===== src/rtl/jkr_cport_dpkt_mem_param_pkg.sv =====
// Shared constants, types and state encoding for the control-port data-packet memory.
// Used by the ingress write initiator and its parity generator.
package jkr_cport_dpkt_mem_param_pkg;

    localparam int INGRESS_ADDR_WIDTH = 10;
    localparam int INGRESS_DATA_WIDTH = 512;
    localparam int WORD_WIDTH         = 32;
    localparam int WORDS_PER_LINE     = INGRESS_DATA_WIDTH / WORD_WIDTH;

    typedef logic [INGRESS_ADDR_WIDTH-1:0] ingress_addr_t;
    typedef logic [INGRESS_DATA_WIDTH-1:0] ingress_data_t;
    typedef logic [WORDS_PER_LINE-1:0]     ingress_data_parity_t;

    typedef enum logic [1:0] {
        ST_IDLE,
        ST_FILL,
        ST_SEND
    } dpkt_ingress_wr_state_e;

endpackage


===== src/rtl/jkr_cport_dpkt_parity_gen.sv =====
// Chunk-wise odd-parity generator: parity[c] makes chunk c plus its parity bit odd.
// Purely combinational; callers feed it registered values.
module jkr_cport_dpkt_parity_gen #(
    parameter int CHUNK_W  = 32,
    parameter int N_CHUNKS = 16
) (
    input  logic [CHUNK_W*N_CHUNKS-1:0] i_data,
    output logic [N_CHUNKS-1:0]         o_parity
);

    always_comb begin
        o_parity = '0;
        for (int c = 0; c < N_CHUNKS; c++) begin
            o_parity[c] = ~^i_data[c*CHUNK_W +: CHUNK_W];
        end
    end

endmodule


===== src/rtl/jkr_cport_dpkt_ingress_wr.sv =====
// Ingress write initiator: packs 16 stream words per 512-bit line and writes each line
// with odd data/address parity over a valid/ack handshake. Optional parity error
// injection is enabled by defining JKR_CPORT_DPKT_INGRESS_ERR_INJ_EN.
module jkr_cport_dpkt_ingress_wr #(
    parameter int INGRESS_ADDR_WIDTH = jkr_cport_dpkt_mem_param_pkg::INGRESS_ADDR_WIDTH,
    parameter int INGRESS_DATA_WIDTH = jkr_cport_dpkt_mem_param_pkg::INGRESS_DATA_WIDTH,
    parameter int WORD_WIDTH         = jkr_cport_dpkt_mem_param_pkg::WORD_WIDTH
) (
    input  logic                                     i_core_clk,
    input  logic                                     i_reset,
    input  logic                                     i_start,
    input  logic [INGRESS_ADDR_WIDTH-1:0]            i_base_addr,
    input  logic                                     i_word_valid,
    output logic                                     o_word_ready,
    input  logic [WORD_WIDTH-1:0]                    i_word_data,
    input  logic                                     i_word_last,
    output logic                                     o_wr_valid,
    output logic [INGRESS_ADDR_WIDTH-1:0]            o_core_addr,
    output logic [INGRESS_DATA_WIDTH-1:0]            o_data,
    output logic [INGRESS_DATA_WIDTH/WORD_WIDTH-1:0] o_data_parity,
    output logic                                     o_addr_parity,
`ifdef JKR_CPORT_DPKT_INGRESS_ERR_INJ_EN
    input  logic [INGRESS_DATA_WIDTH/WORD_WIDTH-1:0] i_inj_data_par_err,
    input  logic                                     i_inj_addr_par_err,
`endif
    input  logic                                     i_wr_ack,
    output logic                                     o_busy,
    output logic                                     o_pkt_done
);

    import jkr_cport_dpkt_mem_param_pkg::*;

    localparam int NUM_WORDS = INGRESS_DATA_WIDTH / WORD_WIDTH;
    localparam int IDX_W     = $clog2(NUM_WORDS);

    dpkt_ingress_wr_state_e state_q, state_d;
    logic [INGRESS_ADDR_WIDTH-1:0] addr_q, addr_d;
    logic [INGRESS_DATA_WIDTH-1:0] data_q, data_d;
    logic [IDX_W-1:0]              idx_q, idx_d;
    logic                          last_q, last_d;
    logic                          pkt_done_q, pkt_done_d;
    logic [NUM_WORDS-1:0]          inj_data_q;
    logic                          inj_addr_q;
    logic [NUM_WORDS-1:0]          data_par_raw;
    logic [0:0]                    addr_par_raw;

`ifdef JKR_CPORT_DPKT_INGRESS_ERR_INJ_EN
    logic [NUM_WORDS-1:0] inj_data_d;
    logic                 inj_addr_d;
`else
    assign inj_data_q = '0;
    assign inj_addr_q = 1'b0;
`endif

    // NOTE: every variable gets a default before the case so no path can infer a latch.
    always_comb begin
        state_d    = state_q;
        addr_d     = addr_q;
        data_d     = data_q;
        idx_d      = idx_q;
        last_d     = last_q;
        pkt_done_d = 1'b0;
`ifdef JKR_CPORT_DPKT_INGRESS_ERR_INJ_EN
        inj_data_d = inj_data_q;
        inj_addr_d = inj_addr_q;
`endif
        case (state_q)
            ST_IDLE: begin
                if (i_start) begin
                    addr_d  = i_base_addr;
                    idx_d   = '0;
                    data_d  = '0;
                    last_d  = 1'b0;
                    state_d = ST_FILL;
                end
            end
            ST_FILL: begin
                if (i_word_valid) begin
                    data_d[idx_q*WORD_WIDTH +: WORD_WIDTH] = i_word_data;
                    idx_d = idx_q + 1'b1;
                    if (idx_q == IDX_W'(NUM_WORDS - 1) || i_word_last) begin
                        last_d  = i_word_last;
                        state_d = ST_SEND;
`ifdef JKR_CPORT_DPKT_INGRESS_ERR_INJ_EN
                        inj_data_d = i_inj_data_par_err;
                        inj_addr_d = i_inj_addr_par_err;
`endif
                    end
                end
            end
            ST_SEND: begin
                if (i_wr_ack) begin
`ifdef JKR_CPORT_DPKT_INGRESS_ERR_INJ_EN
                    // Injected errors apply to the line just acknowledged only.
                    inj_data_d = '0;
                    inj_addr_d = 1'b0;
`endif
                    if (last_q) begin
                        pkt_done_d = 1'b1;
                        state_d    = ST_IDLE;
                    end else begin
                        addr_d  = addr_q + 1'b1;
                        idx_d   = '0;
                        data_d  = '0;
                        state_d = ST_FILL;
                    end
                end
            end
            default: state_d = ST_IDLE;
        endcase
    end

    // NOTE: the line buffer is reset because it drives o_data directly and must read zero.
    always_ff @(posedge i_core_clk or posedge i_reset) begin
        if (i_reset) begin
            state_q    <= ST_IDLE;
            addr_q     <= '0;
            data_q     <= '0;
            idx_q      <= '0;
            last_q     <= 1'b0;
            pkt_done_q <= 1'b0;
        end else begin
            state_q    <= state_d;
            addr_q     <= addr_d;
            data_q     <= data_d;
            idx_q      <= idx_d;
            last_q     <= last_d;
            pkt_done_q <= pkt_done_d;
        end
    end

`ifdef JKR_CPORT_DPKT_INGRESS_ERR_INJ_EN
    always_ff @(posedge i_core_clk or posedge i_reset) begin
        if (i_reset) begin
            inj_data_q <= '0;
            inj_addr_q <= 1'b0;
        end else begin
            inj_data_q <= inj_data_d;
            inj_addr_q <= inj_addr_d;
        end
    end
`endif

    jkr_cport_dpkt_parity_gen #(
        .CHUNK_W  (WORD_WIDTH),
        .N_CHUNKS (NUM_WORDS)
    ) u_data_par (
        .i_data   (data_q),
        .o_parity (data_par_raw)
    );

    jkr_cport_dpkt_parity_gen #(
        .CHUNK_W  (INGRESS_ADDR_WIDTH),
        .N_CHUNKS (1)
    ) u_addr_par (
        .i_data   (addr_q),
        .o_parity (addr_par_raw)
    );

    // Outputs decode flops only; no input reaches an output combinationally.
    assign o_word_ready  = (state_q == ST_FILL);
    assign o_wr_valid    = (state_q == ST_SEND);
    assign o_busy        = (state_q != ST_IDLE);
    assign o_core_addr   = addr_q;
    assign o_data        = data_q;
    assign o_data_parity = data_par_raw ^ inj_data_q;
    assign o_addr_parity = addr_par_raw[0] ^ inj_addr_q;
    assign o_pkt_done    = pkt_done_q;

endmodule

===== config.mk =====
export PLATFORM = sky130hd
export DESIGN_NAME = jkr_cport_dpkt_ingress_wr
export DESIGN_NICKNAME = d
export VERILOG_FILES = /design/src/rtl/jkr_cport_dpkt_mem_param_pkg.sv /design/src/rtl/jkr_cport_dpkt_parity_gen.sv /design/src/rtl/jkr_cport_dpkt_ingress_wr.sv
export SDC_FILE = /design/constraint.sdc
export NUM_CORES = 1
export LEC_CHECK = 0
export ABC_AREA = 1
export BUFFER_PORTS_ARGS = -buffer_cell sky130_fd_sc_hd__buf_4
export CORE_ASPECT_RATIO = 0.8
export CORE_MARGIN = 3
export CORE_UTILIZATION = 55
export DETAILED_ROUTE_END_ITERATION = 10
export PLACE_DENSITY_LB_ADDON = 0.15
export SKIP_LAST_GASP = 1
export SLEW_MARGIN = 20
export SYNTH_ARGS = -nofsm -noshare
export SYNTH_HDL_FRONTEND = slang
export SYNTH_HIERARCHICAL = 1
export SYNTH_SLANG_ARGS = --single-unit

===== constraint.sdc =====
create_clock -name i_core_clk -period 21 [get_ports i_core_clk]
set_input_delay 4.2 -clock i_core_clk [delete_from_list [all_inputs] [get_ports i_core_clk]]
set_output_delay 4.2 -clock i_core_clk [all_outputs]
set_load 0.02 [all_outputs]

==> key figures, run 1 <==
Outcome
  • Status: completed

Yosys
  • Post-synth top flop: dfrtp_1
  • Syn Std Cell Area: 36,200 um2
  • Synth top cells by count: nand2_1, inv_1, dfrtp_1
  • Most common cell in the netlist: nand2_1
  • Unique masters post-synth: 37
  • Synth Area in Simple Gates: 0.482
  • Synth Area in Compound Gates: 0.0453
  • Synth top area cells: nand2_1, dfrtp_1, inv_1, nand3_1, o21ai_0
  • Synthesized instance count: 6,200
  • Asr flop ratio synth: 1.00
  • Mux cell area share after synthesis: 0
  • Post-synthesis register bit count: 530
  • Post-synthesis adder-cell area fraction: 0.00207
  • Yosys top cell by area: nand2_1
  • Sequential share of the synthesized area: 0.367
  • Syn Nets: 6,254
  • Main combinational cell family by area after synthesis: simple AND/OR/NAND/NOR gates
  • YS warnings: 6
  • Synth Area in XOR/XNOR: 0.00550
  • Avg Inst Size Synth: 5.84 um2
  • Post-synth EDFFs: 0
  • Share of the synthesized area in the top cell type: 0.373

Floorplanning
  • Die Y: 235 um
  • Initial Util: 0.560
  • DIE AREA: 68,900 um2
  • Core ar.: 64,600 um2
  • I/O pin count: 591
  • Die width: 293 um
  • Rows: 83

Clocking
  • CTS buffer count: 54
  • Post-CTS Resized: 0
  • H-Tree Depth: 2
  • Clock-pin slew on the worst setup and hold paths: 0.07 ns
  • CTS root buffer: clkbuf_16
  • Clk Latency, worst-skew pair: 0.62 ns
  • Post-cts hold buffer count: 0
  • CTS sink cnt: 530
  • Clk buf depth: 3
  • Setup Buffers After CTS: 0
  • CTS tree: built

Routing
  • WL final: 131,000 um
  • Avg Vias per Cell: 5.37
  • Via count: 40,741
  • Wire per inst: 17.3 um
  • 1st-iter DRT viols: 4,332
  • Post-DRT Antenna Nets: 0
  • Drt drc: 0
  • First drt pass iteration count: 7

Finish
  • Post-route insts no fill: 7,580
  • # nets final: 6,741
  • P&R area growth vs syn: 19.1%
  • Design area: 43,100 um2
  • Layout cell share with drive strength beyond 1: 0.128

STA
  • Sum of negative setup slack: 0 ns
  • Unrepaired setup endpoints after global routing: no
  • Clock Skews: 0.0323 ns
  • Part of the cycle the worst path needs: 0.351
  • Final slew viol count: 0
  • Slew Limit Headroom: 0.257
  • Endpoints failing setup: 0
  • Final Critical Period: 7.37 ns
  • Worst slew pin tran: 1.11 ns
  • Peak Freq: 136 MHz
  • Final hold vios: 0

Global routing
  • Via count of the first global-routing pass: 35,850
  • Initial antenna violation count: 3
  • Wire length of the first global-routing pass: 200,000 um
  • Grt ovf: 0
  • Tot GR Track Use: 0.365
  • Largest net degree at the start of global routing: 179

Worst setup path
  • Worst r2r src: idx_q[0]
  • Worst R2R Path Depth: 9
  • Worst path max stage delay: 0.80 ns
  • Worst path arrival time: 7.88 ns
  • Crit-path cells: buf_4 > inv_1 > nand2_1 > o21ai_1 > nor2_4 > buf_4 > nand2_8 > buf_4 > buf_4 > nand2_1 > nand2_1 > nand2_1
  • Critical Path Source: i_start
  • Crit-path slowest cell: buf_4
  • CP endpoint kind: register
  • Setup CP Type: in -> reg
  • CP max FO: 135
  • Reg2Reg Setup Slack: 15.64 ns
  • Startpoint type of the worst setup path: input port
  • WP buf/inv: 5
  • Top Family by Delay on Critical Path: buffers and inverters
  • Critical Path RT: 21.51 ns
  • Reg2reg end: o_data[326]

Min path
  • Hold path start: o_data[33]
  • WHS Path Cells: 2
  • Worst hold path type: reg -> reg
  • Hold Path Sink: o_data[33]

Placed design
  • Routability Congestion: 0.969
  • Placed cell count: 7,481
  • Post-Place Cell Area: 41,200 um2
  • PortBufs: 590
  • Hpwl dp: 97,700 um

Run
  • Maxcap violations: 0

Power
  • Static leakage: 24.7 nW
  • Total power draw: 3.37 mW
  • Peak VDD IR: 0.0936 mV
  • Pwr per Cell Area: 78.2 nW/um2
layout by cell type, fill, tap and decap left out, types with 14 or more instances in the layout:
cell type	netlist	final
nand2_1	3593	3587
buf_4	6	613
dfrtp_1	530	529
inv_2	85	85
nand3_1	469	467
nor2_1	249	248
clkbuf_16	0	57
xnor2_1	17	17
nor3_1	39	39
o21ai_0	246	246
o21ai_1	30	26
inv_1	645	644
nor2_2	14	14
nand2_2	16	21
flip-flops by register name (all words and copies together) (netlist names):
signal and flops:
last_q 1, state_q 2, o_core_addr 10, o_data 512
idx_q 4, o_pkt_done 1
per-layer routing:
metal  GRT usage  routed length, um
met5           0                 35
met4       0.194               7930
met3      0.0893              14200
met2       0.578              58500
met1       0.462              50500
worst max-delay path by stage:
| stage | end | slack (ns) | depth (start not counted) |
|---|---|---|---|
| after floorplan | idx_q[0] | 1.99 | 1 |
| after global placement | o_data[339] | 13.17 | 12 |
| after global routing | o_data[337] | 13.51 | 12 |
| after detailed placement | o_data[343] | 13.15 | 12 |
| final | o_data[343] | 13.63 | 12 |
| after CTS | o_data[343] | 13.82 | 12 |
per-stage QoR:
stage | util | hold slack, ns | worst slack (ns)
2_1_floorplan | - | 0.483 | 1.99
3_3_place_gp | 0.638 | 0.519 | 13.17
3_5_place_dp | 0.638 | 0.529 | 13.15
4_1_cts | 0.667 | 0.544 | 13.82
5_1_grt | 0.667 | 0.574 | 13.51
6_report | 0.667 | 0.543 | 13.63
power breakdown:
group | leakage [nW] | internal, mW | switching [mW]
Sequential | 7.38 | 1.05 | 0.0522
Clock | 0.937 | 0.611 | 0.430
Combinational | 16.4 | 0.249 | 0.977
worst register-to-register path, stage by stage, from the launching register on:
cell	delay, ns
dfrtp_2	0.34
buf_4	0.56
clkinv_1	0.62
ha_1	0.87
clkinv_1	0.68
nor2_2	0.50
nand4_2	0.80
inv_2	0.70
nand2_1	0.14
nand2_1	0.09
cell type report:
| cell class | instances | area [um2] |
|---|---|---|
| clock inverters | 24 | 310 |
| inverters | 735 | 2770 |
| clock buffers | 74 | 1580 |
| flip-flops and latches | 530 | 13300 |
| well taps | 850 | 1060 |
| repair buffers | 616 | 4650 |
| multi-input cells | 4750 | 19500 |
| fillers | 5903 | 21500 |
| diodes | 1 | 2.50 |
cells by family after synthesis:
group / after synthesis
adder cells (fa/ha/maj): 6
flip-flops: 530
AO/OA/AOI/OAI: 312
XOR/XNOR: 21
buffers and inverters: 920
AND/OR/NAND/NOR: 4411
Power figures use the tool's default switching activity.
==> run 2: changes to the inputs <==
Clock period 21 ns to 7.51 ns, I/O delays scaled along.
==> key figures, run 2 (synthesized netlist as in run 1, its figures left out) <==
Global routing
  • Met2 global-route usage: 0.576
  • Layer with the highest usage: met2
  • Initial antenna violation count: 7
  • GR Util met1: 0.469
  • Via count of the first global-routing pass: 35,952
  • Largest net degree at the start of global routing: 180
  • Grt ovf: 0
  • Tot GR Track Use: 0.367
  • Wire length of the first global-routing pass: 201,000 um
  • Met3 Use GR: 0.0864

Finish
  • P&R area growth vs syn: 19.3%
  • Commonest cells after routing, fill and taps aside: nand2_1, inv_1, buf_4, dfrtp_1, nand3_1
  • Fillers: 5,983
  • Max reg flops: 512
  • Commonest non-fill, non-tap cell in the layout: nand2_1
  • Layout cell share with drive strength beyond 1: 0.129
  • # nets final: 6,747
  • Post-layout util: 0.668

Worst setup path
  • Startpoint type of the worst setup path: register
  • Worst path arrival time: 4.71 ns
  • CP max FO: 122
  • Critical Path RT: 8.02 ns
  • Worst R2R Path Depth: 10
  • Setup CP Type: reg -> reg
  • Reg2Reg Setup Slack: 3.31 ns
  • CP endpoint kind: register

Placed design
  • PortBufs: 590
  • Hpwl dp: 98,000 um
  • Worst slack, placed: 2.94 ns
  • Routability Congestion: 0.953

Clocking
  • Setup Buffers After CTS: 0
  • CTS tree: built
  • Post-CTS Resized: 0
  • H-Tree Depth: 2
  • Post-cts hold buffer count: 0
  • CTS sink cnt: 530
  • Clk buf depth: 3
  • Clock-pin slew on the worst setup and hold paths: 0.07 ns
  • Clk Latency, worst-skew pair: 0.62 ns
  • CTS buffer count: 54
  • CTS root buffer: clkbuf_16

Floorplanning
  • I/O pin count: 591
  • DIE AREA: 68,900 um2
  • Die width: 293 um
  • Rows: 83
  • Core ar.: 64,600 um2
  • Initial Util: 0.560
  • Die Y: 235 um

STA
  • Clock Skews: 0.0146 ns
  • Slew Limit Headroom: 0.116
  • Endpoints failing setup: 0
  • Unrepaired setup endpoints after global routing: no
  • Worst slew pin tran: 1.32 ns
  • Part of the cycle the worst path needs: 0.559
  • Final Critical Period: 4.20 ns
  • Peak Freq: 238 MHz
  • Worst setup margin: 3.31 ns
  • Final slew viol count: 0
  • Final hold vios: 0

Routing
  • Post-DRT Antenna Nets: 0
  • First drt pass iteration count: 6
  • Wire per inst: 17.2 um
  • 1st-iter DRT viols: 4,235
  • Via count: 40,611
  • Drt drc: 0
  • WL final: 131,000 um
  • Avg Vias per Cell: 5.35

Outcome
  • Status: completed

Min path
  • WHS Path Cells: 2
  • Worst hold path type: reg -> reg

Power
  • Peak VDD IR: 0.267 mV
  • Static leakage: 24.7 nW
  • Total power draw: 9.44 mW
  • Pwr per Cell Area: 219 nW/um2

Run
  • Maxcap violations: 0
## run 2: power by group
part	internal (mW)	switching (mW)
logic	0.702	2.70
clock network	1.73	1.22
registers	2.94	0.143
## run 2: area by class of cell
class                   count  area (um2)  share of cell area
diodes                      4        10.0            0.000232
clock buffers              75        1600              0.0372
clock inverters            26         325             0.00754
inverters                 735        2760              0.0640
multi-input cells        4750       19400               0.450
flip-flops and latches    530       13300               0.307
well taps                 850        1060              0.0246
repair buffers            622        4700               0.109
## run 2: worst max-delay path, stage by stage, from the launching register on
cell	delay, ns
dfrtp_1	0.41
inv_1	0.09
nand2_2	0.41
o21ai_1	0.58
nor2_4	0.08
buf_4	0.31
nand2_8	0.67
buf_4	0.91
nand2_1	0.38
nand2_1	0.14
nand2_1	0.06
## run 2: layer usage
layer	routed length (um)	share of wire	vias up
li1	-	-	19761
met3	12800	0.098	412
met2	58100	0.44	1787
met5	46	0.00035	-
met4	8450	0.065	6
met1	51500	0.39	18645
## run 2: final timing paths
check,startpoint,end
hold / removal,last_q,o_pkt_done
setup / recovery,state_q[1],o_data[337]
hold reg to reg,last_q,o_pkt_done
min in group asynchronous,i_reset,o_data[39]
setup reg to reg,state_q[1],o_data[337]
max in group asynchronous,i_reset,o_data[400]
## run 2: through the flow
stage | cells | TNS, ns | hold WS [ns] | area (um2)
finish | 7592 | 0 | 0.550 | 43200
global placement | 7486 | 0 | 0.519 | 41200
detailed placement | 7487 | 0 | 0.526 | 41200
global route | 7590 | 0 | 0.570 | 43200
floorplan | 6200 | -633.93 | 0.483 | 36200
CTS | 7588 | 0 | 0.543 | 43100
